`config.mk`:
```
export PLATFORM = sky130hd
export DESIGN_NAME = axis_word_packer
export DESIGN_NICKNAME = d
export VERILOG_FILES = /design/src/rtl/axis_word_packer.sv
export SDC_FILE = /design/constraint.sdc
export NUM_CORES = 2
export LEC_CHECK = 0
export BUFFER_PORTS_ARGS = -buffer_cell sky130_fd_sc_hd__buf_4
export CELL_PAD_IN_SITES_DETAIL_PLACEMENT = 1
export CELL_PAD_IN_SITES_GLOBAL_PLACEMENT = 1
export CORE_UTILIZATION = 45
export DETAILED_ROUTE_END_ITERATION = 16
export GPL_ROUTABILITY_DRIVEN = 0
export PLACE_DENSITY = 0.81
export SYNTH_ARGS = -nofsm -noshare
export SYNTH_HDL_FRONTEND = slang
export SYNTH_SLANG_ARGS = --single-unit
```
`constraint.sdc`:
```
create_clock -name i_aclk -period 45 [get_ports i_aclk]
set_input_delay 6.75 -clock i_aclk [delete_from_list [all_inputs] [get_ports i_aclk]]
set_output_delay 6.75 -clock i_aclk [all_outputs]
set_load 0.02 [all_outputs]
```
`src/rtl/axis_word_packer.sv`:
```
// axis_word_packer
// Gathers a narrow AXI-Stream word stream into wide blocks of C_WORDS words.
// A block is emitted when it fills up or when tlast closes it early; tkeep
// marks which word slots of the emitted block carry data.
module axis_word_packer #(
    parameter int C_WORD_WIDTH = 32,
    parameter int C_WORDS      = 16
) (
    input  logic                            i_aclk,
    input  logic                            i_areset,
    output logic                            s_axis_tready,
    input  logic                            s_axis_tvalid,
    input  logic [C_WORD_WIDTH-1:0]         s_axis_tdata,
    input  logic                            s_axis_tlast,
    input  logic                            m_axis_tready,
    output logic                            m_axis_tvalid,
    output logic [C_WORD_WIDTH*C_WORDS-1:0] m_axis_tdata,
    output logic [C_WORDS-1:0]              m_axis_tkeep,
    output logic                            m_axis_tlast
);

    localparam int CW       = $clog2(C_WORDS);
    localparam int ACC_BITS = C_WORD_WIDTH * (C_WORDS - 1);
    localparam logic [CW-1:0] LAST_IDX = CW'(C_WORDS - 1);

    // Only C_WORDS-1 words need storing: the final word of a block goes
    // straight from the input into the output register.
    logic [ACC_BITS-1:0]              acc;
    logic [CW-1:0]                    count;

    logic                             accept;
    logic                             completing;
    logic [C_WORD_WIDTH*C_WORDS-1:0]  next_block;
    logic [C_WORDS-1:0]               next_keep;

    // A new word may enter whenever the output register is empty or draining.
    assign s_axis_tready = !m_axis_tvalid || m_axis_tready;
    assign accept        = s_axis_tvalid && s_axis_tready;
    assign completing    = (count == LAST_IDX) || s_axis_tlast;

    // Assemble the block that a completing word would produce: stored words
    // below the counter, the incoming word at the counter, zeros above.
    always_comb begin
        next_block = '0;
        next_keep  = '0;
        for (int i = 0; i < C_WORDS - 1; i++) begin
            if (i < int'(count)) begin
                next_block[i*C_WORD_WIDTH +: C_WORD_WIDTH] = acc[i*C_WORD_WIDTH +: C_WORD_WIDTH];
            end
        end
        next_block[int'(count)*C_WORD_WIDTH +: C_WORD_WIDTH] = s_axis_tdata;
        for (int i = 0; i < C_WORDS; i++) begin
            next_keep[i] = (i <= int'(count));
        end
    end

    // Accumulate words, close blocks into the output register, and retire
    // the output beat when the sink takes it (a fresh block wins over retire).
    always_ff @(posedge i_aclk or posedge i_areset) begin
        if (i_areset) begin
            acc           <= '0;
            count         <= '0;
            m_axis_tvalid <= 1'b0;
            m_axis_tdata  <= '0;
            m_axis_tkeep  <= '0;
            m_axis_tlast  <= 1'b0;
        end else begin
            if (accept && completing) begin
                m_axis_tdata  <= next_block;
                m_axis_tkeep  <= next_keep;
                m_axis_tlast  <= s_axis_tlast;
                m_axis_tvalid <= 1'b1;
                acc           <= '0;
                count         <= '0;
            end else begin
                if (m_axis_tvalid && m_axis_tready) begin
                    m_axis_tvalid <= 1'b0;
                end
                if (accept) begin
                    acc[int'(count)*C_WORD_WIDTH +: C_WORD_WIDTH] <= s_axis_tdata;
                    count <= count + CW'(1);
                end
            end
        end
    end

endmodule

```
==> reports/qor.yml <==
setup_path:
  arrival_ns: 7.21
  max_stage_delay_ns: 0.18
  cp_max_fo: 4
  crit_required_ns: 38.25
  critPathSlowestCell: "nand2b_1"
  crit_type: "in -> out"
  cp-end-kind: "output port"
  worstSetupStartpointType: "input port"
  crit_chain: "buf_4, nand2b_1, buf_4"
  cp_common_cell: "buf_4"
pwr:
  seqPwrFrac_pct: 44.6
  fin_total_pwr_mw: 2.17
  internal_power_mw: 1.53
  switchingPower_mw: 0.645
  p_per_area_nw_per_um2: 43.0
  leakage_nw: 22.3
  p_comb_share_pct: 14.0
  p_clk_share_pct: 41.4
  ir_drop_mv: 0.0329
  swShare_pct: 29.7
synth:
  synth_nets: 4288
  yosysMostFrequentCell: "dfrtp_1"
  synth_top_cell_by_area: "dfrtp_1"
  synth_warnings: 0
  ys_seq_elements: 1014
  synthCells: 4245
  ys.flop_type: "dfrtp_1"
  yosys.area.top_type_share_pct: 60.1
  ys_types: 46
  synth_edf_count: 0
  ys_seq_area_share_pct: 60.1
  yosys-top-cells-count: "dfrtp_1 (1,014), nand2_1 (783), o21ai_0 (580)"
  synth_area_leaders: "dfrtp_1 (60%), nand2_1 (7.0%), o21ai_0 (6.9%)"
  netlist_area_um2: 42200
  async_flop_share_pct: 100
  syn_area_per_cell_um2: 9.94
clocking:
  path_clk_slew_ns: 0.06
  cts-hold-fix-buffers: 0
  h-tree-depth: 3
  cts_buffers: 107
  clk-insertion-delay-late_ns: 0.72
  cts.repair.resized: 0
  clock_path_buffers: 3
  postCtsSetupBuffers: 0
  cts_tree: "yes"
  clkSinkCount: 1014
  root_buffer: "clkbuf_16"
drt:
  wirelength_um: 172000
  drc_errors: 0
  antenna_left: 0
  vias: 36900
  drtIter0Drc: 3952
  via_per_inst: 6.30
  wl_per_cell_um: 29.3
  dr.pass1.iters: 6
floorplanning:
  ioPinCount: 568
  rows: 111
  die_y_um: 308
  die-area_um2: 95000
  die_w_um: 308
  start_util_pct: 45.8
  core_um2: 92200
timing:
  period_share_pct: 31.0
  slew_headroom_pct: 9.56
  maxClockFrequency_ghz: 0.0716
  timing.final.crit_period_ns: 13.96
  setup_viol: 0
  rsz0062_at_grt: "no"
  finalHoldViolCount: 0
  tns_ns: 0
  skew_ns: 0.0343
  tightestPinTransition_ns: 1.35
  drv_slew: 0
grt:
  grt_antenna_before_repair: 5
  grt_pass1_vias: 38100
  grt_max_degree: 262
  overflow: 0
  grt_pass1_wl_um: 254000
  track_usage_pct: 36.0
finish:
  area_growth_pct: 19.8
  final_area_um2: 50500
  final_util_pct: 54.8
  multi_input_area_um2: 15300
  drive_above_1_share_pct: 18.9
  regArea_um2: 25400
  fillers: 10100
  finalNonFillerCells: 5859
  design.final.nets: 4569
placed_design:
  placed_area_um2: 47000
  port_buffers: 567
  hpwl_um: 109000
  post-place-cells: 5660
worst_hold_path:
  hold_class: "reg -> reg"
run:
  drv_cap: 0
outcome:
  status: "complete, no violations"
layout make-up:
class | count | area share, %
Tap cell | 1243 | 3.08
Clock inverter | 40 | 0.730
Timing Repair Buffer | 637 | 9.49
Sequential cell | 1014 | 50.2
Clock buffer | 156 | 6.26
Inverter | 6 | 0.0594
Antenna cell | 3 | 0.0149
Multi-Input combinational cell | 2760 | 30.2
cell usage in the layout (no fill, tap or decap), types with 5 or more instances in the layout:
cell type  count
clkinv_2      25
dfrtp_1     1013
nand2_1      781
ha_1           6
a221oi_1      32
o21ai_2        5
nor2_4        17
a21oi_4        5
buf_4        636
clkbuf_1      21
bufinv_16      5
o21ai_0      580
o21ai_1        9
and3_1        32
o21ai_4        8
nor2_1       302
nand3_1      161
nor3_1        34
o211ai_1      32
a32oi_1      192
a31oi_1      262
clkbuf_8      26
a22o_1       256
clkbuf_16    109
cells by family (layout without fill, tap and decap cells):
| kind of cell | Yosys count | in the layout | synth area share (%) |
|---|---|---|---|
| AOI/OAI and AO/OA | 1393 | 1393 | 21.9 |
| xor gates and xnor gates | 2 | 2 | 0.0415 |
| adders and majority gates | 6 | 6 | 0.178 |
| buffers and inverters | 471 | 839 | 4.60 |
| DFF | 1014 | 1014 | 60.1 |
| other | 0 | 3 | 0 |
| and+or+nand+nor | 1359 | 1359 | 13.2 |
worst paths after layout:
kind	start	end	slack, ns	cells after the start
max reg2reg	count[3]$_DFFE_PP0P_	acc[208]$_DFFE_PP0P_	39.47	10
max	m_axis_tready	s_axis_tready	31.04	3
min reg2reg	m_axis_tkeep[0]$_DFFE_PP0P_	m_axis_tkeep[0]$_DFFE_PP0P_	0.47	1
max in group asynchronous	i_areset	m_axis_tdata[466]$_DFFE_PP0P_	34.66	6
min in group asynchronous	i_areset	acc[2]$_DFFE_PP0P_	6.17	2
min	m_axis_tkeep[0]$_DFFE_PP0P_	m_axis_tkeep[0]$_DFFE_PP0P_	0.47	1
routing by layer:
| metal | GRT usage, % | share of wire [%] | vias to the layer above |
|---|---|---|---|
| met4 | 17.0 | 4.8 | 2 |
| met5 | 0 | 0.0076 | - |
| met2 | 56.6 | 46 | 1781 |
| li1 | - | - | 15700 |
| met1 | 45.6 | 39 | 19000 |
| met3 | 10.6 | 10 | 355 |
critical path: cells and delay by family:
kind                   cells  cell delay, ns
buffers and inverters      2            0.29
and+or+nand+nor            1            0.18
power groups by stage:
stage	logic, mW	registers, mW	clock network [mW]
2_1_floorplan	0.138	1.01	0
3_3_place_gp	0.294	0.984	0
3_5_place_dp	0.299	0.985	0
4_1_cts	0.301	0.969	0.907
5_1_grt	0.322	0.972	0.940
6_report	0.305	0.969	0.900
metrics by stage:
stage / hold slack [ns] / worst slack (ns)
5_1_grt: 0.492 / 31.01
6_report: 0.467 / 31.04
3_3_place_gp: 0.455 / 31.03
2_1_floorplan: 0.451 / 9.72
4_1_cts: 0.472 / 31.03
3_5_place_dp: 0.454 / 31.04
sequential cells by signal (all words and copies together) (netlist names):
signal         cells
acc              480
count              4
m_axis_tdata     512
m_axis_tkeep      16
m_axis_tlast       1
m_axis_tvalid      1
Power figures use the tool's default switching activity.
